**src/rtl/onehot_mux_pipe.sv**
```systemverilog
`default_nettype none
// ============================================================================
// Module   : onehot_mux_pipe
// Purpose  : N-way one-hot AND-OR selector with a registered valid/ready
//            output stage and illegal-select detection/counting.
// Revision : 1.0 - initial release
// ============================================================================
module onehot_mux_pipe #(
    parameter int WIDTH     = 32,
    parameter int N         = 4,
    parameter int STRICT    = 0,
    parameter int ERR_CNT_W = 8
) (
    input  logic                 clk,
    input  logic                 rst,
    input  logic                 in_valid,
    output logic                 in_ready,
    input  logic [N*WIDTH-1:0]   in_data,
    input  logic [N-1:0]         sel,
    output logic                 out_valid,
    input  logic                 out_ready,
    output logic [WIDTH-1:0]     out_data,
    output logic                 out_sel_err,
    output logic                 err_sticky,
    output logic [ERR_CNT_W-1:0] err_count,
    input  logic                 err_clr
);

    localparam logic [0:0] S_EMPTY = 1'b0;
    localparam logic [0:0] S_FULL  = 1'b1;

    localparam logic [N-1:0]         c_sel_one = N'(1);
    localparam logic [ERR_CNT_W-1:0] c_cnt_one = ERR_CNT_W'(1);
    localparam logic [ERR_CNT_W-1:0] c_cnt_max = '1;

    logic [0:0]           r_state;
    logic [0:0]           w_state_nxt;
    logic [WIDTH-1:0]     r_data;
    logic                 r_sel_err;
    logic                 r_sticky;
    logic [ERR_CNT_W-1:0] r_count;

    logic [WIDTH-1:0]     w_sel_data;
    logic [WIDTH-1:0]     w_store_data;
    logic                 w_legal;
    logic                 w_accept;
    logic                 w_drain;
    logic                 w_err_evt;

    // AND-OR reduction: zero-hot gives 0, multi-hot gives the OR of picks.
    always_comb begin
        w_sel_data = '0;
        for (int k = 0; k < N; k++) begin
            w_sel_data = w_sel_data | ({WIDTH{sel[k]}} & in_data[k*WIDTH +: WIDTH]);
        end
    end

    // Exactly one bit set: nonzero and clearing the lowest set bit leaves 0.
    assign w_legal = (sel != '0) && ((sel & (sel - c_sel_one)) == '0);

    generate
        if (STRICT != 0) begin : g_strict_on
            assign w_store_data = w_legal ? w_sel_data : '0;
        end else begin : g_strict_off
            assign w_store_data = w_sel_data;
        end
    endgenerate

    assign in_ready  = !out_valid || out_ready;
    assign w_accept  = in_valid && in_ready;
    assign w_drain   = out_valid && out_ready;
    assign w_err_evt = w_accept && !w_legal;

    always_ff @(posedge clk or posedge rst) begin
        if (rst) begin
            r_state <= S_EMPTY;
        end else begin
            r_state <= w_state_nxt;
        end
    end

    always_comb begin
        w_state_nxt = r_state;
        case (r_state)
            S_EMPTY: if (w_accept) w_state_nxt = S_FULL;
            S_FULL:  if (w_drain && !w_accept) w_state_nxt = S_EMPTY;
            default: w_state_nxt = S_EMPTY;
        endcase
    end

    always_comb begin
        out_valid = (r_state == S_FULL);
    end

    always_ff @(posedge clk or posedge rst) begin
        if (rst) begin
            r_data    <= '0;
            r_sel_err <= 1'b0;
        end else if (w_accept) begin
            r_data    <= w_store_data;
            r_sel_err <= !w_legal;
        end
    end

    // A clear coinciding with an illegal accept still records that event.
    always_ff @(posedge clk or posedge rst) begin
        if (rst) begin
            r_sticky <= 1'b0;
            r_count  <= '0;
        end else if (err_clr) begin
            r_sticky <= w_err_evt;
            r_count  <= w_err_evt ? c_cnt_one : '0;
        end else if (w_err_evt) begin
            r_sticky <= 1'b1;
            if (r_count != c_cnt_max) begin
                r_count <= r_count + c_cnt_one;
            end
        end
    end

    assign out_data    = r_data;
    assign out_sel_err = r_sel_err;
    assign err_sticky  = r_sticky;
    assign err_count   = r_count;

endmodule
`default_nettype wire

```
**config.mk**
```make
export PLATFORM = sky130hd
export DESIGN_NAME = onehot_mux_pipe
export DESIGN_NICKNAME = d
export VERILOG_FILES = /design/src/rtl/onehot_mux_pipe.sv
export SDC_FILE = /design/constraint.sdc
export NUM_CORES = 1
export LEC_CHECK = 0
export BUFFER_PORTS_ARGS = -buffer_cell sky130_fd_sc_hd__buf_2
export CAP_MARGIN = 40
export CORE_ASPECT_RATIO = 1.75
export CORE_MARGIN = 2
export CORE_UTILIZATION = 36
export CTS_CLUSTER_DIAMETER = 80
export DETAILED_ROUTE_END_ITERATION = 8
export PLACE_DENSITY = 0.84
export SYNTH_ARGS = -nofsm -noshare
export SYNTH_HDL_FRONTEND = slang
export SYNTH_SLANG_ARGS = --single-unit
```
**constraint.sdc**
```tcl
create_clock -name clk -period 1.65 [get_ports clk]
set_clock_uncertainty 0.2 [all_clocks]
set_input_delay 0.495 -clock clk [delete_from_list [all_inputs] [get_ports clk]]
set_output_delay 0.495 -clock clk [all_outputs]
set_load 0.05 [all_outputs]
```
---- Word-level counts from Yosys, hierarchy flattened ----
Cells that the tools add are included.
W data, S select, Z words.
operators by class
  add/sub/neg operators ................... 2
  eq/ne operators ......................... 1
  mux-type cells .......................... 9
  bitwise logic cells ..................... 9
  reduce and logical (&&, ||, !) cells .... 14
operator list
  cell                   count
  $and A32 B32 Y32       4
  $or A32 B32 Y32        3
  $mux W8                3
  $add A8 B1 Y8 const B  1
  $ne A8 B8 Y1 const B   1
  $logic_and A1 B1 Y1    5
  $mux W1                5
  $and A4 B4 Y4          1
  $logic_not A4 Y1       1
  $reduce_bool A2 Y1     2
  $reduce_bool A4 Y1     1
  $sub A4 B1 Y4 const B  1
  $logic_not A1 Y1       3
  $pmux W1 S2            1
  $reduce_and A2 Y1      1
  $logic_or A1 B1 Y1     1
  $not A1 Y1             1
storage, ports and cells
  flip-flop bits (word level) ............. 43
  input bits .............................. 137
  output and inout port bits .............. 44
  word-level logic and storage cells ...... 40

---- Longest topological paths before layout ----
Gate-level depths: netlist (run 1).
  depth in word-level cells ............... 8
  depth in mapped cells ................... 7
  mapped depth without buffers ............ 6

---- Worst setup path after synthesis (run 1) ----
Ideal clock, no wire load.
  kind .................................... reg2reg
  from .................................... reg r_state, in the netlist out_valid
  to ...................................... reg r_count[5], in the netlist err_count[5]
  setup time .............................. 134 ps
  arrival time ............................ 2,143 ps
  data required time ...................... 1,316 ps
  path slack .............................. -827 ps
  cell stages (with the launch flop) ...... 7
  path buffers ............................ 1
  period minus slack after synthesis ...... 2,477 ps
  cells stage by stage .................... dfrtp_1 > nand2b_1 > nand2_1 > a311o_1 > buf_2 > o41ai_1 > a21oi_1
on the way
  cells in the longest elaborated chain, start to end .. 6
ends and longest elaborated chain
  item                          line  RTL
  start: declaration            36    logic [0:0] r_state;
  start signal: assignment      78    r_state <= w_state_nxt;
  $logic_not A1 Y1              69    assign in_ready = !out_valid || out_ready;
  $logic_or A1 B1 Y1            69
  net in_ready                  17    output logic in_ready,
  $logic_and A1 B1 Y1           70    assign w_accept = in_valid && in_ready;
  $logic_and A1 B1 Y1           72    assign w_err_evt = w_accept && !w_legal;
  $reduce_bool A2 Y1 (no line)  --
  $reduce_and A2 Y1 (no line)   --
  end signal: assignment        112   r_count <= w_err_evt ? c_cnt_one : '0;
  end signal: assignment        116   r_count <= r_count + c_cnt_one;
  end: declaration              41    logic [ERR_CNT_W-1:0] r_count;
The timed path passes the listed nets, and every way through them passes these cells.
A chain may end at the register's enable or synchronous reset.

---- Worst setup path in the final report (run 1) ----
  from .................................... in sel[1]
  to ...................................... reg r_count[5], in the netlist err_count[5]
on the way
  cells in the longest elaborated chain, start to end .. 8
  elaborated cells between the ends (all ways) .. 9
  those cells by class .................... add/sub: 1; bitwise: 1; reduce/logical: 7
ends and longest elaborated chain
  item                              line  RTL
  start: declaration                19    input logic [N-1:0] sel,
  $sub A4 B1 Y4                     59    assign w_legal = (sel != '0) && ((sel & (sel - c_sel_one)) == '0);
  $and A4 B4 Y4                     59
  $logic_not A4 Y1                  59
  $logic_and A1 B1 Y1 (*)           59
  $logic_not A1 Y1 (*)              72
  $logic_and A1 B1 Y1 (*)           72
  $reduce_bool A2 Y1 (no line) (*)  --
  $reduce_and A2 Y1 (no line) (*)   --
Every way passes the cells marked *; elsewhere a longest branch is shown, timed or not.

==> impl_metrics.env, run 1 <==
export IMPL_grt_pass1_wl_um=13700
export IMPL_die_w_um=65.2
export IMPL_htree_levels=2
export IMPL_syn_inst=250
export IMPL_dieArea_um2=7240
export IMPL_critPathLaunchType="input pin"
export IMPL_min_period_ns=1.93
export IMPL_rsz0062_at_grt="true"
export IMPL_n_antenna_cell=0
export IMPL_clkTransAtPathRegs_ns=0.06
export IMPL_power_total_mw=3.59
export IMPL_placementRows=39
export IMPL_ctsRootBufferMaster="clkbuf_16"
export IMPL_setup_tns_ns=-1.73
export IMPL_cts_sinks=43
export IMPL_violations="setup timing"
export IMPL_hold_violations=0
export IMPL_num_fill_cells=576
export IMPL_layout_worst_path_cycle_share_pct=117
export IMPL_clkLatencyLatePin_ns=0.28
export IMPL_numCtsBuffers=5
export IMPL_nets=586
export IMPL_r2r_slack_ns=-0.22
export IMPL_drt_total_wl_um=8760
export IMPL_die_height_um=111
export IMPL_syn_area_um2=2360
export IMPL_p_per_area_nw_per_um2=900
export IMPL_worstSetupEndpointType="register"
export IMPL_drive_gt1_share_pct=54.6
export IMPL_ctsHoldBuffers=0
export IMPL_dpl_hpwl_um=6470
export IMPL_fin_ws_ns=-0.275
export IMPL_final_common_cell="buf_2"
export IMPL_ys_ff_latch=43
export IMPL_start_util_pct=36.6
export IMPL_status="finished with violations"
export IMPL_drtPass1Iterations=4
export IMPL_synth_nets=388
export IMPL_arrival_ns=1.94
export IMPL_clockBufferDepth=2
export IMPL_antenna_found_initial=0
export IMPL_cap_violations=0
export IMPL_leakagePower_nw=1.98
export IMPL_grt_ovfl_total=0
export IMPL_ir_drop_mv=0.543
export IMPL_gp_congestion=0.911
export IMPL_hold_class="in2async"
export IMPL_drtIter0Drc=152
export IMPL_final_util_pct=61.9
export IMPL_syn_avg_cell_area_um2=9.43
export IMPL_vias=2922
export IMPL_place_ws_ns=-0.618
export IMPL_slew_headroom_pct=64.9
export IMPL_grt_max_degree=66
export IMPL_drv_slew=0
export IMPL_area_delta_synth_final_pct=69.1
export IMPL_worstPathRequired_ns=1.67
export IMPL_layout_common_cells="buf_2, dfrtp_1, nand2_1"
export IMPL_worst_pin_slew_ns=0.526
export IMPL_critPathKind="in2reg"
export IMPL_finalSetupViolations=14
export IMPL_synth_cell_type_count=32
export IMPL_drtAntennaViolNets=0
export IMPL_crit_fanout=6
export IMPL_timing_fmax_ghz=0.519
export IMPL_coreArea_um2=6440
export IMPL_track_usage_pct=24.5
export IMPL_wl_per_cell_um=16.5
export IMPL_yosysSeqAreaShare_pct=45.6
export IMPL_ios=181
export IMPL_whs_ns=0.0468
export IMPL_port_buffers=180
export IMPL_drc=0
export IMPL_yosysWarnings=0
export IMPL_cts_tree="yes"
export IMPL_grt_pass1_vias=2886
export IMPL_vias_per_cell=5.50
cell usage after synthesis:
| master | n | area share (%) |
|---|---|---|
| a22o_1 | 32 | 12 |
| o31ai_1 | 2 | 0.64 |
| a211oi_1 | 1 | 0.32 |
| a311o_1 | 1 | 0.42 |
| inv_1 | 6 | 0.96 |
| o41ai_1 | 2 | 0.74 |
| clkbuf_1 | 18 | 2.9 |
| mux2i_1 | 1 | 0.42 |
| nor4_1 | 1 | 0.27 |
| a311oi_1 | 1 | 0.37 |
| buf_1 | 3 | 0.48 |
| buf_2 | 3 | 0.64 |
| o21bai_1 | 1 | 0.32 |
| xnor2_2 | 1 | 0.69 |
| nand4_1 | 1 | 0.27 |
| dfrtp_1 | 43 | 46 |
| a31oi_1 | 1 | 0.27 |
| a221oi_1 | 32 | 12 |
| o21ai_0 | 34 | 7.2 |
| nor3_1 | 4 | 0.85 |
| or4b_1 | 1 | 0.42 |
| nor2_1 | 4 | 0.64 |
| buf_6 | 1 | 0.48 |
| ha_1 | 1 | 0.53 |
| or4_1 | 3 | 0.96 |
| nand3_1 | 3 | 0.64 |
| nand2b_1 | 5 | 1.3 |
| o21ba_2 | 1 | 0.42 |
| o31a_1 | 1 | 0.37 |
| o21a_1 | 1 | 0.32 |
| a21oi_1 | 4 | 0.85 |
| nand2_1 | 37 | 5.9 |
layout make-up:
cell class                 instances  area (um2)  share of cell area, %
timing repair buffer             215        1330                   33.4
multi-input combinational        177        1290                   32.4
sequential                        43        1080                   27.1
clock buffer                       8         156                   3.92
tap                               82         103                   2.57
inverter                           6        26.3                  0.659
critical path: stages:
cell and delay [ns]:
buf_12 0.11, xnor2_4 0.17, a211oi_4 0.09, a311o_2 0.45, or4b_4 0.51, a21oi_2 0.12
stage by stage:
stage | cell area [um2] | std cells
2_1_floorplan | 2420 | 250
3_3_place_gp | 3500 | 513
3_5_place_dp | 3500 | 513
4_1_cts | 3880 | 530
5_1_grt | 3990 | 531
6_report | 3990 | 531
power breakdown:
group,leakage (nW),internal [mW],switching [mW]
clock,0.0772,0.644,0.384
combinational,1.38,0.436,0.858
sequential,0.521,1.19,0.0769
total,1.98,2.27,1.32
registers in the layout (all words and copies together), names as in the netlist:
name         flops
out_valid        1
out_data        32
err_count        8
err_sticky       1
out_sel_err      1
what timing repair did:
item | 4_1_cts | 5_1_grt
gates cloned | 1 | 0
setup endpoints to repair | 19 | 26
buffers inserted | 9 | 4
pin swaps | 4 | 5
gates resized for setup | 44 | 24
final timing paths:
kind,from,end,cells after the start
max,sel[1],err_count[5],6
min,rst,err_count[2],3
max reg2reg,out_valid,err_count[5],7
min reg2reg,out_data[28],out_data[28],2
max in group asynchronous,rst,out_valid,3
min in group clk,out_data[28],out_data[28],2
cell families (layout without fill, tap and decap cells):
family                     after synthesis  in the layout  synth area share (%)
muxes                                    1              1                 0.425
xor gates and xnor gates                 1              1                 0.690
DFF                                     43             43                  45.6
AOI/OAI and AO/OA                      114            115                  36.0
and+or+nand+nor                         59             59                  11.3
buffers and inverters                   31            229                  5.41
adders and majority gates                1              1                 0.531
layer usage:
layer,global-route usage [%],up-vias,routed length (um)
met5,0,-,0
met4,11.8,0,313
met3,4.57,26,587
met2,41.4,158,4590
met1,29.1,1368,3270
li1,-,1370,-
Note: power is estimated with default switching activity, not from simulation.
==> run 2: changes to the inputs <==
--- a/config.mk
+++ b/config.mk
@@ -9,10 +9,11 @@
 export CAP_MARGIN = 40
 export CORE_ASPECT_RATIO = 1.75
 export CORE_MARGIN = 2
-export CORE_UTILIZATION = 36
+export CORE_UTILIZATION = 37
+export CTS_BUF_LIST = sky130_fd_sc_hd__clkbuf_8
 export CTS_CLUSTER_DIAMETER = 80
 export DETAILED_ROUTE_END_ITERATION = 8
-export PLACE_DENSITY = 0.84
+export PLACE_DENSITY = 0.85
 export SYNTH_ARGS = -nofsm -noshare
 export SYNTH_HDL_FRONTEND = slang
 export SYNTH_SLANG_ARGS = --single-unit
==> run 2 against run 1 <==
  * The flow still finishes with violations (setup timing)
  * Total power decreased by 8.0%
  * Design area increased by 0.66%
  * Die area fell by 2.6%
  * Utilization rose by 3.0 points
  * Sequential power is essentially flat
  * Sequential share of layout area fell by 0.15 points
  * Worst setup slack about the same
  * Highest routed layer unchanged
==> impl_metrics.env, run 2 (synthesis gave the netlist of run 1 again) <==
export IMPL_status="finished with violations"
export IMPL_violations="setup timing"
export IMPL_crit_fanout=5
export IMPL_fin_ws_ns=-0.276
export IMPL_wl_met2_um=4710
export IMPL_antenna_found_initial=0
export IMPL_placementRows=38
export IMPL_track_usage_pct=25.3
export IMPL_worstPathRequired_ns=1.68
export IMPL_grt_pass1_wl_um=13800
export IMPL_rsz0062_at_grt="true"
export IMPL_grt_ovfl_total=0
export IMPL_leakagePower_nw=1.98
export IMPL_ir_drop_mv=0.489
export IMPL_die_height_um=110
export IMPL_dpl_cell_area_um2=3530
export IMPL_drc=0
export IMPL_dpl_hpwl_um=6710
export IMPL_die_w_um=64.3
export IMPL_finalSetupViolations=16
export IMPL_wl_met1_um=3420
export IMPL_cts_sinks=43
export IMPL_grt_max_degree=66
export IMPL_final_common_cell="buf_2"
export IMPL_whs_ns=0.0309
export IMPL_crit_start="sel[3]"
export IMPL_layout_common_cells="buf_2, dfrtp_1, nand2_1"
export IMPL_clkTransAtPathRegs_ns=0.09
export IMPL_area_delta_synth_final_pct=70.2
export IMPL_worstSetupEndpointType="register"
export IMPL_min_period_ns=1.93
export IMPL_timing_fmax_ghz=0.519
export IMPL_clockBufferDepth=2
export IMPL_drt_total_wl_um=8970
export IMPL_seq_area_um2=1080
export IMPL_power_total_mw=3.30
export IMPL_grt_pass1_vias=3001
export IMPL_setup_tns_ns=-2.03
export IMPL_arrival_ns=1.96
export IMPL_multi_input_area_um2=1280
export IMPL_largest_register_ff_count=32
export IMPL_vias=2969
export IMPL_maxUsedRoutingLayer="met4"
export IMPL_cts_tree="yes"
export IMPL_htree_levels=2
export IMPL_ios=181
export IMPL_cap_violations=0
export IMPL_drtPass1Iterations=5
export IMPL_p_per_area_nw_per_um2=823
export IMPL_start_util_pct=38.1
export IMPL_r2r_start="out_valid"
export IMPL_port_buffers=180
export IMPL_ff2ff_path_depth=6
export IMPL_place_ws_ns=-0.541
export IMPL_coreArea_um2=6180
export IMPL_clkLatencyLatePin_ns=0.30
export IMPL_numCtsBuffers=5
export IMPL_vias_per_cell=5.57
export IMPL_critPathKind="in2reg"
export IMPL_ctsRootBufferMaster="clkbuf_8"
export IMPL_gp_congestion=0.953
export IMPL_worst_pin_slew_ns=0.537
export IMPL_layoutNonFillerInstCount=533
export IMPL_drive_gt1_share_pct=56.3
export IMPL_hold_class="in2async"
export IMPL_n_antenna_cell=0
export IMPL_wl_per_cell_um=16.8
export IMPL_hold_violations=0
export IMPL_num_fill_cells=542
export IMPL_drtIter0Drc=179
export IMPL_critPathLaunchType="input pin"
export IMPL_met3WireLength_um=595
export IMPL_slew_headroom_pct=64.2
export IMPL_drtAntennaViolNets=0
export IMPL_design_area_um2=4010
export IMPL_nets=590
export IMPL_layout_worst_path_cycle_share_pct=117
export IMPL_dieArea_um2=7050
export IMPL_final_util_pct=64.9
export IMPL_drv_slew=0
export IMPL_placed_cells_incl_taps=511
[run 2: worst paths after layout]
| kind | endpoint | slack, ns |
|---|---|---|
| setup / recovery | err_count[3] | -0.28 |
| hold / removal | out_data[20] | 0.03 |
| setup reg to reg | err_count[3] | -0.25 |
| hold reg to reg | out_data[4] | 0.28 |
| max in group asynchronous | out_valid | 0.97 |
| min in group clk | out_valid | 0.23 |
[run 2: metal layers]
layer  global-route usage, %  vias to the layer above
met1                    30.3                     1417
met4                    11.1                        0
met2                    44.0                      157
met5                       0                        -
li1                        -                     1374
met3                    4.71                       21
[run 2: final cells by class]
cell class | instances | area share [%]
sequential | 43 | 26.9
inverter | 6 | 0.655
clock buffer | 6 | 2.06
clock inverter | 2 | 0.218
timing repair buffer | 220 | 35.8
tap | 80 | 2.49
multi-input combinational | 176 | 31.9
[run 2: timing repair]
action,CTS,global route
hold endpoints to repair,0,0
gates resized for setup,43,44
hold buffers,0,0
pin swaps,1,7
endpoints found under the setup margin,21,35
gates cloned,0,1
buffers inserted,11,6
[run 2: worst max-delay path, stage by stage]
cell and delay (ns):
buf_8 0.10, xnor2_2 0.15, a211oi_2 0.08, a311o_2 0.43, buf_12 0.16, or4_4 0.41, a21oi_2 0.13
[run 2: where the power goes]
part           total (mW)  switching (mW)  internal (mW)
registers            1.26          0.0737           1.19
logic                1.34           0.867          0.474
clock network       0.699           0.367          0.332
